**src/rtl/sample_seq_pkg.sv**
```systemverilog
// Shared types and helpers for the sample sequencer and its address counter.
package sample_seq_pkg;

  typedef enum logic [1:0] {IDLE, REQUEST, LOAD, SAVE} seq_state_t;

  // Bit width needed to hold values 0..n-1, never less than one bit.
  function automatic int ch_w(input int n);
    return (n <= 2) ? 1 : $clog2(n);
  endfunction

endpackage

```
**src/rtl/spram_addr_ctr.sv**
```systemverilog
// SPRAM write-address counter: circular wrap with sticky wrapped flag, or
// saturate at the last word with sticky full flag.
module spram_addr_ctr #(
  parameter int ADDR_W   = 14,
  parameter int CIRCULAR = 1
) (
  input  logic              clk,
  input  logic              reset_n,
  input  logic              inc,
  input  logic              clear,
  output logic [ADDR_W-1:0] addr,
  output logic              at_max,
  output logic              wrapped,
  output logic              full
);

  logic [ADDR_W-1:0] addr_q, addr_d;
  logic              wrapped_q, wrapped_d;
  logic              full_q, full_d;

  assign at_max = (addr_q == '1);

  always_comb begin
    addr_d    = addr_q;
    wrapped_d = wrapped_q;
    full_d    = full_q;
    if (clear) begin
      addr_d    = '0;
      wrapped_d = 1'b0;
      full_d    = 1'b0;
    end else if (inc) begin
      if (!at_max) begin
        addr_d = addr_q + ADDR_W'(1);
      end else if (CIRCULAR != 0) begin
        addr_d    = '0;
        wrapped_d = 1'b1;
      end else begin
        // Last word written: hold the address and flag exhaustion.
        full_d = 1'b1;
      end
    end
  end

  always_ff @(posedge clk or negedge reset_n) begin
    if (!reset_n) begin
      addr_q    <= '0;
      wrapped_q <= 1'b0;
      full_q    <= 1'b0;
    end else begin
      addr_q    <= addr_d;
      wrapped_q <= wrapped_d;
      full_q    <= full_d;
    end
  end

  assign addr    = addr_q;
  assign wrapped = wrapped_q;
  assign full    = full_q;

endmodule

```
**src/rtl/sample_sequencer.sv**
```systemverilog
// Round-robin sensor sampler: request/ready per channel, settle for
// LOAD_CYCLES, then one SPRAM write at an internally managed address.
module sample_sequencer
  import sample_seq_pkg::*;
#(
  parameter int NUM_CH      = 4,
  parameter int DATA_W      = 16,
  parameter int ADDR_W      = 14,
  parameter int LOAD_CYCLES = 2,
  parameter int CIRCULAR    = 1
) (
  input  logic                    clk,
  input  logic                    reset_n,
  input  logic                    start,
  input  logic                    stop,
  input  logic                    clear,
  output logic                    sens_req,
  output logic [ch_w(NUM_CH)-1:0] sens_ch,
  input  logic                    sens_ready,
  input  logic [DATA_W-1:0]       sens_data,
  output logic                    spram_we,
  output logic [ADDR_W-1:0]       spram_addr,
  output logic [DATA_W-1:0]       spram_wdata,
  output logic                    busy,
  output logic                    frame_done,
  output logic                    full,
  output logic                    wrapped,
  output seq_state_t              dbg_state
);

  localparam int              CH_W    = ch_w(NUM_CH);
  localparam int              LC_W    = ch_w(LOAD_CYCLES);
  localparam logic [CH_W-1:0] LAST_CH = CH_W'(NUM_CH - 1);
  localparam logic [LC_W-1:0] LC_INIT = LC_W'(LOAD_CYCLES - 1);

  seq_state_t        state_q, state_d;
  logic [CH_W-1:0]   ch_q, ch_d;
  logic [LC_W-1:0]   lcnt_q, lcnt_d;
  logic [DATA_W-1:0] data_q, data_d;
  logic              stop_pend_q, stop_pend_d;

  logic              ctr_inc, ctr_clear;
  logic [ADDR_W-1:0] ctr_addr;
  logic              ctr_at_max, ctr_full, ctr_wrapped;

  spram_addr_ctr #(
    .ADDR_W  (ADDR_W),
    .CIRCULAR(CIRCULAR)
  ) u_addr_ctr (
    .clk    (clk),
    .reset_n(reset_n),
    .inc    (ctr_inc),
    .clear  (ctr_clear),
    .addr   (ctr_addr),
    .at_max (ctr_at_max),
    .wrapped(ctr_wrapped),
    .full   (ctr_full)
  );

  // Handshake: sens_req stays high in REQUEST until a cycle with sens_ready
  // high; that cycle transfers sens_data and the request is then committed
  // through SAVE, whatever stop does afterwards.
  always_comb begin
    state_d     = state_q;
    ch_d        = ch_q;
    lcnt_d      = lcnt_q;
    data_d      = data_q;
    stop_pend_d = stop_pend_q;
    ctr_inc     = 1'b0;
    ctr_clear   = 1'b0;

    if (state_q != IDLE && stop) stop_pend_d = 1'b1;

    case (state_q)
      IDLE: begin
        stop_pend_d = 1'b0;
        ch_d        = '0;
        if (clear) begin
          ctr_clear = 1'b1;
        end else if (start && !stop && !ctr_full) begin
          state_d = REQUEST;
        end
      end
      REQUEST: begin
        if (sens_ready) begin
          data_d  = sens_data;
          lcnt_d  = LC_INIT;
          state_d = LOAD;
        end else if (stop || stop_pend_q) begin
          state_d     = IDLE;
          ch_d        = '0;
          stop_pend_d = 1'b0;
        end
      end
      LOAD: begin
        if (lcnt_q == '0) state_d = SAVE;
        else lcnt_d = lcnt_q - LC_W'(1);
      end
      SAVE: begin
        ctr_inc = 1'b1;
        ch_d    = (ch_q == LAST_CH) ? '0 : ch_q + CH_W'(1);
        // Saturating mode forces IDLE once the final word has been written.
        if (start && !stop && !stop_pend_q && !(CIRCULAR == 0 && ctr_at_max)) begin
          state_d = REQUEST;
        end else begin
          state_d     = IDLE;
          ch_d        = '0;
          stop_pend_d = 1'b0;
        end
      end
      default: state_d = IDLE;
    endcase
  end

  always_ff @(posedge clk or negedge reset_n) begin
    if (!reset_n) begin
      state_q     <= IDLE;
      ch_q        <= '0;
      lcnt_q      <= '0;
      data_q      <= '0;
      stop_pend_q <= 1'b0;
    end else begin
      state_q     <= state_d;
      ch_q        <= ch_d;
      lcnt_q      <= lcnt_d;
      data_q      <= data_d;
      stop_pend_q <= stop_pend_d;
    end
  end

  assign sens_req    = (state_q == REQUEST);
  assign sens_ch     = ch_q;
  assign spram_we    = (state_q == SAVE);
  assign spram_addr  = ctr_addr;
  assign spram_wdata = data_q;
  assign busy        = (state_q != IDLE);
  assign frame_done  = (state_q == SAVE) && (ch_q == LAST_CH);
  assign full        = ctr_full;
  assign wrapped     = ctr_wrapped;
  assign dbg_state   = state_q;

endmodule

```
**config.mk**
```make
export PLATFORM = sky130hd
export DESIGN_NAME = sample_sequencer
export DESIGN_NICKNAME = d
export VERILOG_FILES = /design/src/rtl/sample_seq_pkg.sv /design/src/rtl/spram_addr_ctr.sv /design/src/rtl/sample_sequencer.sv
export SDC_FILE = /design/constraint.sdc
export NUM_CORES = 1
export LEC_CHECK = 0
export ABC_AREA = 1
export CAP_MARGIN = 20
export CORE_MARGIN = 2
export CORE_UTILIZATION = 30
export CTS_BUF_LIST = sky130_fd_sc_hd__clkbuf_8 sky130_fd_sc_hd__clkbuf_16
export CTS_CLUSTER_DIAMETER = 200
export DETAILED_ROUTE_END_ITERATION = 8
export GPL_TIMING_DRIVEN = 1
export SYNTH_ARGS = -nofsm -noshare
export SYNTH_HDL_FRONTEND = slang
export SYNTH_HIERARCHICAL = 1
export SYNTH_SLANG_ARGS = --single-unit
```
**constraint.sdc**
```tcl
create_clock -name clk -period 2.1 [get_ports clk]
set_input_delay 0.21 -clock clk [delete_from_list [all_inputs] [get_ports clk]]
set_output_delay 0.21 -clock clk [all_outputs]
set_load 0.005 [all_outputs]
```
# After elaboration in Yosys (flattened, before gate mapping)
# Index checks and enable logic that the tools add are counted.
# word_totals
register_bits	37
out_inout_bits	40
wordCells	68
in_bits	22
# op_classes
eq_ne	12
n_addsub	3
mux	28
reduce_logical	18
# op_table
operator	n
14-bit 2-to-1 mux	3
2-bit 2-to-1 mux	8
14-bit by 1-bit adder with 14-bit output (second input constant)	1
14-bit equality test (second input constant)	1
1-bit 2-to-1 mux	13
2-bit inequality test (second input constant)	4
2-bit case mux with 4 select lines	1
2-bit nonzero test	4
2-bit equality test (second input constant)	3
2-bit case mux with 3 select lines	1
2-bit AND reduction	3
1-bit logical AND	4
2-bit by 1-bit inequality test with 1-bit output (second input constant)	2
4-bit AND reduction	1
3-bit by 1-bit inequality test with 1-bit output (second input constant)	1
1-bit case mux with 3 select lines	1
3-bit AND reduction	1
3-bit nonzero test	1
2-bit by 1-bit adder with 2-bit output (second input constant)	1
2-bit by 1-bit equality test with 1-bit output (second input constant)	1
1-bit zero test	2
2-bit zero test	1
1-bit case mux with 2 select lines	1
1-bit logical OR	1
1-bit subtractor (second input constant)	1

# Logic depth before layout (Yosys ltp)
# logic_depth
depth_word	6
ltp_mapped	11
mapped_depth_nobuf	11

# Hierarchy
# The synthesis kept the hierarchy.
# modules_own_cells
mod	area_each_um2	cells_each	seq_area_each_um2	n_inst
sample_sequencer	969.7	114	550.5	1
spram_addr_ctr	945.9	126	375.4	1

# Worst setup path before layout
# OpenSTA, ideal clock, no wires.
# synth_timing
kind	reg-to-reg
from	register with a tool-made name
to	register u_addr_ctr.addr_q[11] (netlist: u_addr_ctr/addr[11])
stages_incl_launch_ff	11
setup_ns	0.113
required_time_ns	1.987
synth_period_minus_slack_ns	1.510
n_path_buf	0
arrival_ns	1.397
path_slack_ns	0.590
cell_sequence	dfrtp_1 > nor2_1 > nand2_1 > inv_1 > nor2_4 > inv_2 > nand3b_1 > o21ai_1 > nand2_1 > nand2_1 > inv_1
# synth_rtl
item	line_no	source
end signal: assignment	spram_addr_ctr.sv:50	addr_q <= addr_d;
end: declaration	spram_addr_ctr.sv:17	logic [ADDR_W-1:0] addr_q, addr_d;

==> out/metrics.yaml <==
synth.top_cells.by_count: "80 x nand2_1, 37 x dfrtp_1, 27 x nand3_1, 23 x inv_1, 17 x nor2_1"
n_antenna_cell: 0
crit_slowest_cell: "clkdlybuf4s50_1"
period_needed_ns: 1.857
cts_root_buffer: "clkbuf_8"
drive_gt1_frac: 0.1279
status: "completed"
switching_share: 0.3386
grt_max_degree: 38
max_stage_delay_ns: 0.55
tightestPinTransition_ns: 0.8288
internal_power_mw: 1.896
drv_slew: 0
ys_ff_latch: 37
num-fill-cells: 631
post_cts_resized: 0
yosysTopAreaCellShare: 0.4833
grt_pass1_wl_microns: 7355
synth_enable_flop_cells: 0
htree_levels: 2
rsz0062_at_grt: "no"
viasPerCell: 4.419
worstSetupStartpointType: "flop"
timing.rr.end: "u_addr_ctr/addr[7]$_DFFE_PN0P_"
synth.distinct_cells: 30
dp_cells: 374
area_delta_synth_final_pct: 41.28
path_max_fanout: 7
synth-main-ff-cell: "dfrtp_1"
power.switching_mw: 0.9705
drcViolationCount: 0
hp-class: "in -> async"
r2r_cells: 8
setup_violations: 0
ff2ff_setup_slack_ns: 0.38
post_drt_wl_per_cell_microns: 11.25
dp_hpwl_microns: 3200
drt_iter0_drc: 72
final_hold_viol_count: 0
cp.arrival_ns: 1.65
synth_area_leaders: "dfrtp_1 48%, nand2_1 16%, nand3_1 7.1%, inv_1 4.5%, nor2_2 3.9%"
insertion_delay_ns: 0.29
num_rows: 29
synthesis.area_sq_mm: 0.001916
power_density_mw_per_mm2: 1059
yosysMostFrequentCell: "nand2_1"
clkPwrFrac: 0.226
wl_microns: 4299
drv_cap: 0
gp_congestion: 0.8993
dr.pass1.iters: 4
syn-instance-count: 240
fmaxAchievable_mhz: 538.4
grt_overflow: 0
numCtsBuffers: 5
fp.dieH_microns: 83.91
skew_ns: 0.005239
busiest_layer: "met2"
yosys_warnings: 6
required_ns: 1.89
numPortBuffers: 60
drtAntennaViolNets: 0
max-clock-path-buffers: 2
fp.coreArea_sq_mm: 0.006277
start_util: 0.3052
vdd_drop_max_v: 0.0004777
cts_tree: "done"
ctsHoldBuffers: 0
path_clk_slew_ns: 0.08
ys_async_sr_fraction: 1.000
yosysSeqAreaShare: 0.4833
p_leak_nw: 1.308
crit_chain: "nand2_1 -> inv_1 -> clkdlybuf4s50_1"
ioPinCount: 62
dr_total_vias: 1688
grt_usage: 0.1290
met2_usage: 0.2109
timing.final.crit_share: 0.8845
setup-tns-final_ns: 0
met3_usage: 0.04253
grt_pass1_vias: 1642
syn_area_per_cell_sq_um: 7.982
yosysTopAreaCell: "dfrtp_1"
worstSetupPathType: "reg -> out"
seqPwrFrac: 0.386
grtUsageMet1: 0.1542
fp.dieW_microns: 83.91
antenna_found_initial: 0
cp-end-kind: "output pin"
post_cts_buffers: 0
dieArea_sq_mm: 0.007041
combPwrFrac: 0.388
final_nets: 328
relSlewSlack: 0.4474
cts.sinks: 37
stdcell_count: 382
syn_nets: 264
==> layout by cell type, fill, tap and decap left out, types with 2 or more instances in the layout <==
| cell | n |
|---|---|
| inv_1 | 23 |
| o21ai_0 | 2 |
| o21ai_1 | 2 |
| dfrtp_1 | 37 |
| nor2_1 | 17 |
| inv_2 | 4 |
| buf_4 | 2 |
| nand2_1 | 80 |
| xor2_1 | 4 |
| a21oi_1 | 2 |
| nand2_2 | 5 |
| clkbuf_8 | 6 |
| nor3_1 | 2 |
| nor2_4 | 2 |
| nor2_2 | 12 |
| nand3b_1 | 2 |
| nand2_4 | 2 |
| clkdlybuf4s50_1 | 59 |
| nand3_1 | 27 |
| ha_1 | 2 |
==> state kept, by name (all words and copies together), names as in the netlist, named ones only <==
register / count
stop_pend_q: 1
u_addr_ctr/addr: 14
dbg_state: 1
lcnt_q: 1
spram_wdata: 16
u_addr_ctr/wrapped: 1
sens_ch: 2
==> worst max-delay path by stage <==
stage / slack (ns) / start / depth (start not counted) / end
after CTS: 0.22 / flop / 3 / spram_we
final: 0.24 / flop / 3 / spram_we
after detailed placement: 0.45 / flop / 8 / u_addr_ctr/addr[6]$_DFFE_PN0P_
after global placement: 0.51 / flop / 8 / u_addr_ctr/addr[6]$_DFFE_PN0P_
after floorplan: 0.59 / flop / 10 / u_addr_ctr/addr[11]$_DFFE_PN0P_
after global routing: 0.17 / flop / 3 / spram_we
==> power by group through the flow <==
| stage | clock, mW | combinational [mW] | sequential (mW) |
|---|---|---|---|
| after floorplan | 0 | 0.511 | 1.10 |
| after global placement | 0 | 1.11 | 1.12 |
| after detailed placement | 0 | 1.13 | 1.11 |
| after CTS | 0.674 | 1.13 | 1.11 |
| after global routing | 0.700 | 1.24 | 1.14 |
| final | 0.649 | 1.11 | 1.11 |
==> critical path, delay by kind of cell, from the launching register on <==
family	cells	cell delay [ns]
buf+inv	2	0.76
flops	1	0.50
simple gates	1	0.11
==> stage by stage <==
| stage | instance area, sq um | util | setup WS [ns] | total power [mW] | hold slack, ns |
|---|---|---|---|---|---|
| finish | 2706 | 0.4311 | 0.2426 | 2.867 | 0.01688 |
| global route | 2706 | 0.4311 | 0.1675 | 3.076 | 0.07605 |
| CTS | 2706 | 0.4311 | 0.2175 | 2.910 | 0.04222 |
| detailed placement | 2586 | 0.4120 | 0.4476 | 2.239 | 0.3630 |
| global placement | 2586 | 0.4120 | 0.5081 | 2.227 | 0.3585 |
| floorplan | 1916 | - | 0.5902 | 1.615 | -0.08559 |
==> layout make-up <==
cell class                      instances  area, sq um  share of cell area
Sequential cell                        37        925.9              0.3421
Multi-Input combinational cell        170        835.8              0.3088
Timing Repair Buffer                   62        610.6              0.2256
Inverter                               28        117.6             0.04346
Tap cell                               77        96.34             0.03560
Clock buffer                            6        82.58             0.03051
Clock inverter                          2        37.54             0.01387
==> cell families after synthesis <==
logic type,share of synthesized area
compound gates,0.02744
fa+ha+maj,0.01306
buf+inv,0.08034
simple gates,0.3710
flops,0.4833
other cells,0.001958
xor+xnor,0.02286
==> routing by layer <==
| layer | wire length [microns] | share of wire | vias up |
|---|---|---|---|
| li1 | - | - | 870 |
| met1 | 1910 | 0.44 | 755 |
| met2 | 2035 | 0.47 | 53 |
| met3 | 266 | 0.062 | 10 |
| met5 | 0 | 0 | - |
| met4 | 86 | 0.020 | 0 |
No activity file was read; power rests on OpenSTA's default activity.
